--- config.mk ---
export PLATFORM = sky130hd
export DESIGN_NAME = uart_rx
export DESIGN_NICKNAME = d
export VERILOG_FILES = /design/src/rtl/uart_rx.sv
export SDC_FILE = /design/constraint.sdc
export NUM_CORES = 1
export LEC_CHECK = 0
export ABC_AREA = 1
export CAP_MARGIN = 20
export CORE_MARGIN = 2
export CORE_UTILIZATION = 25
export DETAILED_ROUTE_END_ITERATION = 12
export GPL_TIMING_DRIVEN = 0
export HOLD_SLACK_MARGIN = 0.1
export PLACE_DENSITY = 0.45
export SKIP_LAST_GASP = 1
export SLEW_MARGIN = 40
export SYNTH_ARGS = -nofsm -noshare
export SYNTH_HDL_FRONTEND = slang
export SYNTH_SLANG_ARGS = --single-unit
--- constraint.sdc ---
create_clock -name clk -period 3.83 [get_ports clk]
set_input_delay 0.766 -clock clk [delete_from_list [all_inputs] [get_ports clk]]
set_output_delay 0.766 -clock clk [all_outputs]
set_load 0.01 [all_outputs]
--- src/rtl/uart_rx.sv ---
// 16x-oversampling UART receiver, 8N1 by default; define UART_RX_PARITY_EN for 8E1
// framing with a parity check and a live parity_err output.
module uart_rx #(
    parameter int TICK_DIV = 163
) (
    input  logic       clk,
    input  logic       reset,
    input  logic       rx,
    output logic [7:0] rx_data,
    output logic       rx_done,
    output logic       frame_err,
    output logic       parity_err
);

    localparam int            CW       = (TICK_DIV > 1) ? $clog2(TICK_DIV) : 1;
    localparam logic [CW-1:0] TICK_MAX = CW'(TICK_DIV - 1);

    typedef enum logic [2:0] {
        IDLE,
        START,
        DATA,
`ifdef UART_RX_PARITY_EN
        PARITY,
`endif
        STOP
    } state_t;

    state_t        state_q, state_d;
    logic          rx_meta_q, rx_s_q;
    logic [CW-1:0] tick_cnt_q;
    logic          tick;
    logic [3:0]    s_q, s_d;
    logic [2:0]    n_q, n_d;
    logic [7:0]    sh_q, sh_d;
    logic [7:0]    data_q, data_d;
    logic          done_q, done_d;
    logic          ferr_q, ferr_d;
    logic          brk_q, brk_d;
`ifdef UART_RX_PARITY_EN
    logic          par_q, par_d;
    logic          perr_q, perr_d;
`endif

    assign tick = (tick_cnt_q == TICK_MAX);

    always_ff @(posedge clk) begin
        if (reset) begin
            rx_meta_q  <= 1'b1;
            rx_s_q     <= 1'b1;
            tick_cnt_q <= '0;
            state_q    <= IDLE;
            s_q        <= '0;
            n_q        <= '0;
            sh_q       <= '0;
            data_q     <= '0;
            done_q     <= 1'b0;
            ferr_q     <= 1'b0;
            brk_q      <= 1'b0;
`ifdef UART_RX_PARITY_EN
            par_q      <= 1'b0;
            perr_q     <= 1'b0;
`endif
        end else begin
            rx_meta_q  <= rx;
            rx_s_q     <= rx_meta_q;
            tick_cnt_q <= tick ? '0 : tick_cnt_q + 1'b1;
            state_q    <= state_d;
            s_q        <= s_d;
            n_q        <= n_d;
            sh_q       <= sh_d;
            data_q     <= data_d;
            done_q     <= done_d;
            ferr_q     <= ferr_d;
            brk_q      <= brk_d;
`ifdef UART_RX_PARITY_EN
            par_q      <= par_d;
            perr_q     <= perr_d;
`endif
        end
    end

    always_comb begin
        state_d = state_q;
        s_d     = s_q;
        n_d     = n_q;
        sh_d    = sh_q;
        data_d  = data_q;
        done_d  = 1'b0;
        ferr_d  = 1'b0;
        brk_d   = brk_q;
`ifdef UART_RX_PARITY_EN
        par_d   = par_q;
        perr_d  = 1'b0;
`endif
        case (state_q)
            IDLE: begin
                if (!rx_s_q) begin
                    state_d = START;
                    s_d     = '0;
                end
            end
            START: begin
                if (tick) begin
                    if (s_q == 4'd7) begin
                        s_d     = '0;
                        n_d     = '0;
                        state_d = rx_s_q ? IDLE : DATA;
                    end else begin
                        s_d = s_q + 4'd1;
                    end
                end
            end
            DATA: begin
                if (tick) begin
                    s_d = s_q + 4'd1;
                    if (s_q == 4'd15) begin
                        sh_d = {rx_s_q, sh_q[7:1]};
                        n_d  = n_q + 3'd1;
                        if (n_q == 3'd7) begin
`ifdef UART_RX_PARITY_EN
                            state_d = PARITY;
`else
                            state_d = STOP;
`endif
                        end
                    end
                end
            end
`ifdef UART_RX_PARITY_EN
            PARITY: begin
                if (tick) begin
                    s_d = s_q + 4'd1;
                    if (s_q == 4'd15) begin
                        par_d   = rx_s_q;
                        state_d = STOP;
                    end
                end
            end
`endif
            STOP: begin
                // After a framing error the line may be held in break; wait for idle high.
                if (brk_q) begin
                    if (rx_s_q) begin
                        brk_d   = 1'b0;
                        state_d = IDLE;
                    end
                end else if (tick) begin
                    s_d = s_q + 4'd1;
                    if (s_q == 4'd15) begin
                        if (!rx_s_q) begin
                            ferr_d = 1'b1;
                            brk_d  = 1'b1;
                        end else begin
`ifdef UART_RX_PARITY_EN
                            if (par_q != ^sh_q) begin
                                perr_d = 1'b1;
                            end else
`endif
                            begin
                                data_d = sh_q;
                                done_d = 1'b1;
                            end
                            state_d = IDLE;
                        end
                    end
                end
            end
            default: state_d = IDLE;
        endcase
    end

    assign rx_data   = data_q;
    assign rx_done   = done_q;
    assign frame_err = ferr_q;
`ifdef UART_RX_PARITY_EN
    assign parity_err = perr_q;
`else
    assign parity_err = 1'b0;
`endif

endmodule

[Word-level counts from Yosys, hierarchy flattened]
Index checks and enable logic that the tools add are counted.
Operators by class
  magnitude comparators: 0
  shift operators: 0
  div/mod/pow operators: 0
  multipliers: 0
  reduce and logical (&&, ||, !) cells: 11
  eq/ne operators: 16
  add/sub/neg operators: 3
  bitwise gates (word level): 4
  mux-type cells: 28
Operators with widths (count)
  3-bit two-way mux: 14
  4-bit two-way mux: 5
  4-bit case mux with 4 select lines: 1
  2-bit != test, second input constant: 7
  3-bit case mux with 4 select lines: 1
  5-bit AND reduction: 2
  8-bit by 1-bit adder with 8-bit output, second input constant: 1
  8-bit equality test, second input constant: 1
  8-bit AND reduction: 1
  3-bit by 2-bit equality test with 1-bit output, second input constant: 2
  3-bit != test, second input constant: 2
  3-bit case mux with 2 select lines: 1
  1-bit two-way mux: 5
  5-bit OR reduction: 1
  4-bit by 1-bit adder with 4-bit output, second input constant: 1
  4-bit by 3-bit equality test with 1-bit output, second input constant: 1
  4-bit equality test, second input constant: 1
  1-bit inverter: 4
  4-bit AND reduction: 1
  4-bit nonzero test: 1
  3-bit by 1-bit adder with 3-bit output, second input constant: 1
  3-bit by 1-bit equality test with 1-bit output, second input constant: 1
  3-bit equality test, second input constant: 1
  3-bit logical NOT: 1
  5 further kinds: 5
Storage, ports and cells
  bits in read-only memories: 0
  output and inout bits: 11
  input bits: 3
  memories kept: 0
  latch bits: 0
  bits in registers: 39
  bits in writable memories: 0

[Logic depth before layout (Yosys ltp)]
Gate-level depths: netlist (run 1).
  depth in word-level cells: 5
  gate-level depth with buffers: 10
  depth with buffers taken out: 10

[Worst setup path after synthesis (run 1)]
No wires, ideal clock.
  kind: register to register
  start point: register state_q[0]
  end point: register s_q[3]
  stages on the path, launching flop included: 9
  path buffers: 0
  data required time: 3713 ps
  clock period less this slack: 1457 ps
  arrival: 1340 ps
  path slack: 2373 ps
  cell sequence: dfxtp_1 inv_1 ha_1 nor2_1 nand2_1 a21oi_4 inv_2 a21oi_1 nor2_1
On the way
  word-level cells in the longest chain between the ends: 3
  elaborated cells on any way between the ends: 10
  those cells by class: 6 x eq/ne; 1 x mux; 3 x reduce/logical
Ends and longest elaborated chain
  start, declared: line 28  | state_t state_q, state_d;
  start signal, assigned: line 67  | state_q <= state_d;
  3-bit by 2-bit equality test with 1-bit output (tied with other cells): line 95  | case (state_q)
  4-bit nonzero test (no line) or 2-bit != test (tied branches)
  4-bit AND reduction (no line)
  end signal, assigned: line 52  | s_q <= '0;
  end signal, assigned: line 68  | s_q <= s_d;
  end, declared: line 32  | logic [3:0] s_q, s_d;
Several ways; a longest one is shown, not always the timed one.
A chain may end at the register's enable or synchronous reset.

==> metrics.txt, run 1 <==
Synth Flop Type=dfxtp_1; Achievable Freq=0.513 GHz; Synth area leader=dfxtp_1; via count=around 1400; setup_tns=0 ns; Rows=30; share of layout cells above drive strength 1=between 10 and 15%; Pwr Density=~530 mW/mm^2; critical path, cell by cell=clkdlybuf4s50_1, inv_1, clkbuf_1, o21ai_0, nor2_1; wire length on met3=around 82 um; initial drt markers=71; TritonCTS clock tree=yes; average size of a mapped cell=around 7.5 sq um; post-DP HPWL=~2500 um; CP Launch Type=input pin; Period minus WS final=around 2.0 ns; final worst setup slack=between 1.5 and 2 ns; antenna violations before repair=0; DRC violations left=0; Worst Hold Class=reg2reg; VDD IR max=~180 uV; later-pin clock latency in the skew report=0.30 ns; Final Max Slew Viols=0; Post-synth EDFFs=0; die extent in x=about 89 um; sequential element share of the synthesized area=a little over two fifths; top-area cell type share of the netlist area=roughly 42%; Final Cycle Share=50.9%; asr flop ratio synth=0%; synth top area cells=dfxtp_1 (42%), nand2_1 (10%), nor2_1 (10%), ha_1 (7.7%), inv_1 (5.2%); worst hold slack=0.415 ns; core area=0.00687 sq mm; Slowest cell on crit path=clkdlybuf4s50_1; Initial Utilization=approximately a quarter; worst endpoint required time=4.05 ns; htree depth=2; first-pass GRT wire length=slightly above 6000 um; Cells after DPL=about 350; largest net degree at the start of global routing=13; post-layout util=31.7%; LEAKAGE=0.000980 uW; WL per Instance=between 9 and 10 um; RSZ-0062 raised after global routing=no; gp weighted congestion=around 0.75; crit-path max cell delay=about 0.53 ns; syn nets=~250; PortBufs=12; Setup crit end kind=flip-flop; Post-CTS Setup Repair Bufs=0; CTS resizes=0; Pre-antenna DRT Iters=4; Hold Buf Count CTS=0; Antenna Diode Count=0; Seq cells post-synth=38; Die H=about 89 um; pre-CTS setup slack=1.54 ns; Worst Skew=0.0132 ns; Post-Route WL=3540 um; Post-Syn Area=roughly 0.0018 sq mm; total track usage=between 10% and 20%; P&R area growth vs syn=21.3%; clk buf depth=2; io pins=14; Max Cap Violations=0; setup violators final=0; CTS buffer count=5; status=finished clean; crit-path max FO=10; Die ar.=between 0.007 and 0.008 sq mm; Worst Path Arrival=about 2.2 ns; Non-Filler Instances=356; met1 WL=slightly below 2000 um; DR vias/cell=3.97; total gr overflow=0; post-route ant nets=0; Final #Nets=approximately 270; Unique masters post-synth=33; Final Hold Fails=0; Mapped Cells=240; CTS root buf=clkbuf_8; wire length on met2=between 1000 and 1500 um; CP Class=in2reg; clock-pin slew on the worst setup and hold paths=around 0.080 ns; Top Metal Used=met4; clk sink count=38; vias in the first global route=around 1300; Ys Warns=0
==> power breakdown <==
part	leakage (uW)	internal [uW]	switching, uW
clock	0.0000714	278	148
sequential	0.000308	419	30.7
combinational	0.000601	101	184
total	0.000980	799	363
==> worst max-delay path: cells and delay by family <==
family                 cells  cell delay [ns]
AO/OA/AOI/OAI              1             0.16
buffers and inverters      3             1.13
AND/OR/NAND/NOR            1             0.11
==> layer usage <==
metal,vias up,global-route usage [%]
li1,785,-
met1,609,14.4
met2,14,14.3
met3,5,2.61
met4,0,4.55
met5,-,0
==> synth_stat cells (2+ instances only) <==
cell / instances
nand2_2: 2
nor3b_1: 2
nand2_1: 49
inv_2: 5
a21oi_1: 11
o21ai_0: 13
nor2_1: 49
nor2_4: 2
nand4_1: 3
nor2_2: 2
o21ai_1: 2
nand3b_4: 2
dfxtp_1: 38
ha_1: 11
or2_2: 2
nor3_1: 2
inv_1: 25
nand3_1: 5
==> placed cells by master (no fill, tap or decap), types with 3 or more instances in the layout <==
cell	Yosys	routed
inv_2	5	5
inv_1	25	25
nand3_1	5	5
o21ai_0	13	13
a21oi_1	11	11
clkbuf_8	0	6
nand4_1	3	3
ha_1	11	11
nor2_1	49	49
dfxtp_1	38	38
nand2_1	49	49
clkdlybuf4s50_1	0	12
==> worst paths after layout <==
kind | start | slack [ns] | endpoint | depth (start not counted)
max | reset | 1.88 | n_q[0] | 5
min | rx_meta_q | 0.42 | rx_s_q | 1
max reg2reg | state_q[1] | 2.15 | rx_data[6] | 7
min reg2reg | rx_meta_q | 0.42 | rx_s_q | 1
==> stage by stage <==
| step | instance area [sq um] | power (uW) |
|---|---|---|
| after floorplan | 1800 | 685 |
| after global placement | 2040 | 747 |
| after detailed placement | 2040 | 746 |
| after CTS | 2180 | 1180 |
| after global routing | 2180 | 1250 |
| final | 2180 | 1160 |
==> area by class of cell <==
type | instances | area [sq um]
fillers | 753 | 4690
clock buffers | 6 | 82.6
repair buffers | 12 | 120
multi-input cells | 168 | 896
well taps | 96 | 120
clock inverters | 2 | 60.1
flip-flops and latches | 38 | 761
plain buffers | 4 | 27.5
inverters | 30 | 113
==> sequential cells by signal, summed over array words and instances, names as in the netlist <==
signal / cells
rx_data: 8
sh_q: 8
tick_cnt_q: 8
s_q: 4
n_q: 3
state_q: 2
brk_q: 1
frame_err: 1
rx_done: 1
rx_meta_q: 1
rx_s_q: 1
==> cells by family after synthesis <==
group	Yosys count	share of synthesized area, %
flip-flops	38	42.3
AO/OA/AOI/OAI	31	9.82
buffers and inverters	34	7.80
other	1	0.209
XOR/XNOR	2	0.975
adder cells (fa/ha/maj)	11	7.66
AND/OR/NAND/NOR	123	31.2
Note: power is estimated with default switching activity, not from simulation.
==> inputs of run 2 (changes only) <==
Clock period 3.83 ns to 2 ns, I/O delays scaled along.
==> results of run 2 <==
Same layout as run 1 (identical final DEF). Status: finished clean.
Main changes from that run: setup slack after placement 1.54 ns -> 0.0765 ns; setup slack after layout 1.88 ns -> 0.316 ns; start point of the critical path reset -> state_q[1]; end point of the critical path n_q[0] -> rx_data[6]; register-to-register setup slack 2.15 ns -> 0.32 ns; total power 1160 uW -> 2220 uW; worst IR drop on VDD 182 uV -> 349 uV
==> inputs of run 3 (changes only) <==
Clock period 2 ns to 1.6 ns, I/O delays scaled along.
==> metrics.txt, run 3 (synthesis results as in run 1) <==
CTS root buf=clkbuf_8; P&R area growth vs syn=28.3%; Slowest cell on crit path=dfxtp_2; DRC violations left=0; die extent in x=88.8 um; RSZ-0062 raised after global routing=yes; gp weighted congestion=0.747; clock-pin slew on the worst setup and hold paths=0.08 ns; Hold Buf Count CTS=0; post-layout util=33.6%; Initial Utilization=a little over a quarter; Worst Path Arrival=around 1.7 ns; via count=approximately 1500; critical path, cell by cell=inv_1, ha_1, nand2_1, nor2_4, nand3b_4, nand3b_4, clkbuf_16, nor2_1, nor2_1; CTS buffer count=5; pre-CTS setup slack=-0.243 ns; Setup crit end kind=flip-flop; largest net degree at the start of global routing=13; antenna violations before repair=0; crit-path max FO=5; first-pass GRT wire length=between 6000 and 7000 um; Period minus WS final=~1.5 ns; Final Max Slew Viols=0; LEAKAGE=slightly above 0.001 uW; Final #Nets=around 280; WL per Instance=between 10 and 15 um; setup_tns=0 ns; CP startpoint=tick_cnt_q[0]; Post-Route WL=about 3700 um; Top delay family on crit path=simple AND/OR/NAND/NOR gates; later-pin clock latency in the skew report=about 0.30 ns; TritonCTS clock tree=yes; post-route ant nets=0; htree depth=2; commonest non-fill, non-tap cell in the layout=nand2_1; Hold Startpoint=tick_cnt_q[0]; Worst Skew=0.0124 ns; initial drt markers=64; CP Launch Type=flip-flop; clk buf depth=2; post-DP HPWL=approximately 2500 um; reg2reg start=tick_cnt_q[0]; CP Class=reg2reg; Final Cycle Share=about 95%; most frequent cells in the layout=nand2_1 (48), nor2_1 (44), dfxtp_1 (32); Final Hold Fails=0; Worst Path Buf+Inv=2; Die H=around 89 um; crit-path max cell delay=between 0.3 and 0.4 ns; Achievable Freq=around 0.66 GHz; Non-Filler Instances=361; clk sink count=38; Pre-antenna DRT Iters=4; Max Cap Violations=0; Worst Hold Class=reg2reg; status=finished clean; Rows=30; share of layout cells above drive strength 1=a little under a fifth; Antenna Diode Count=0; setup violators final=0; final worst setup slack=about 0.086 ns; VDD IR max=around 440 uV; Cells after DPL=approximately 350; DR vias/cell=4.04; FILL cells=roughly 740; Pwr Density=1240 mW/mm^2; Die ar.=about 0.0079 sq mm; core area=0.00687 sq mm; io pins=14; worst endpoint required time=1.79 ns; vias in the first global route=about 1300; total track usage=10.2%; total gr overflow=0; PortBufs=12
[run 3: cell types whose count changed in the layout (fill, tap and decap cells not counted), moves of 2 or more]
cell and delta:
nor2_2 +4, dfxtp_4 +2, nor2_1 -5, buf_4 +3, ha_1 -2, ha_4 +2, dfxtp_2 +4, dfxtp_1 -6
[run 3: layout make-up]
cell class,count,area (sq um),share of cell area (%)
Tap cell,96,120,5.21
Multi-Input combinational cell,168,945,41.0
Clock inverter,2,60.1,2.61
Clock buffer,6,82.6,3.58
Timing Repair Buffer,17,179,7.76
Inverter,30,113,4.89
Sequential cell,38,773,33.6
Buffer,4,32.5,1.41
[run 3: final timing paths]
kind              depth (start not counted)  slack (ns)            end
setup / recovery                          9        0.09     rx_data[4]
hold / removal                            1        0.41  tick_cnt_q[0]
setup reg to reg                          9        0.09     rx_data[4]
hold reg to reg                           1        0.41  tick_cnt_q[0]
[run 3: report_power, final]
group	switching, uW	total (uW)	internal, uW
sequential	82.1	1110	1020
combinational	465	740	275
clock	355	1020	665
[run 3: stage by stage]
| step | cell area, sq um | hold slack, ns | total power (uW) |
|---|---|---|---|
| 4_1_cts | 2190 | 0.412 | 2820 |
| 6_report | 2300 | 0.409 | 2870 |
| 5_1_grt | 2300 | 0.434 | 3090 |
| 2_1_floorplan | 1800 | 0.389 | 1640 |
| 3_3_place_gp | 2040 | 0.392 | 1790 |
| 3_5_place_dp | 2040 | 0.392 | 1790 |
[run 3: layer usage]
layer | vias to the layer above | track usage, % | part of all wire, % | wire length [um]
li1 | 795 | - | - | -
met1 | 638 | 14.6 | 54 | 1980
met5 | - | 0 | 0 | 0
met2 | 20 | 14.2 | 41 | 1500
met4 | 0 | 4.55 | 2.0 | 73
met3 | 5 | 2.61 | 2.9 | 105
[run 3: timing repair]
action / CTS / global route
resized for setup: 3 / 21
endpoints found under the setup margin: 14 / 23
setup buffers: 1 / 3
endpoints found under the hold margin: 0 / 0
cloned: 0 / 1
pin swaps: 1 / 2
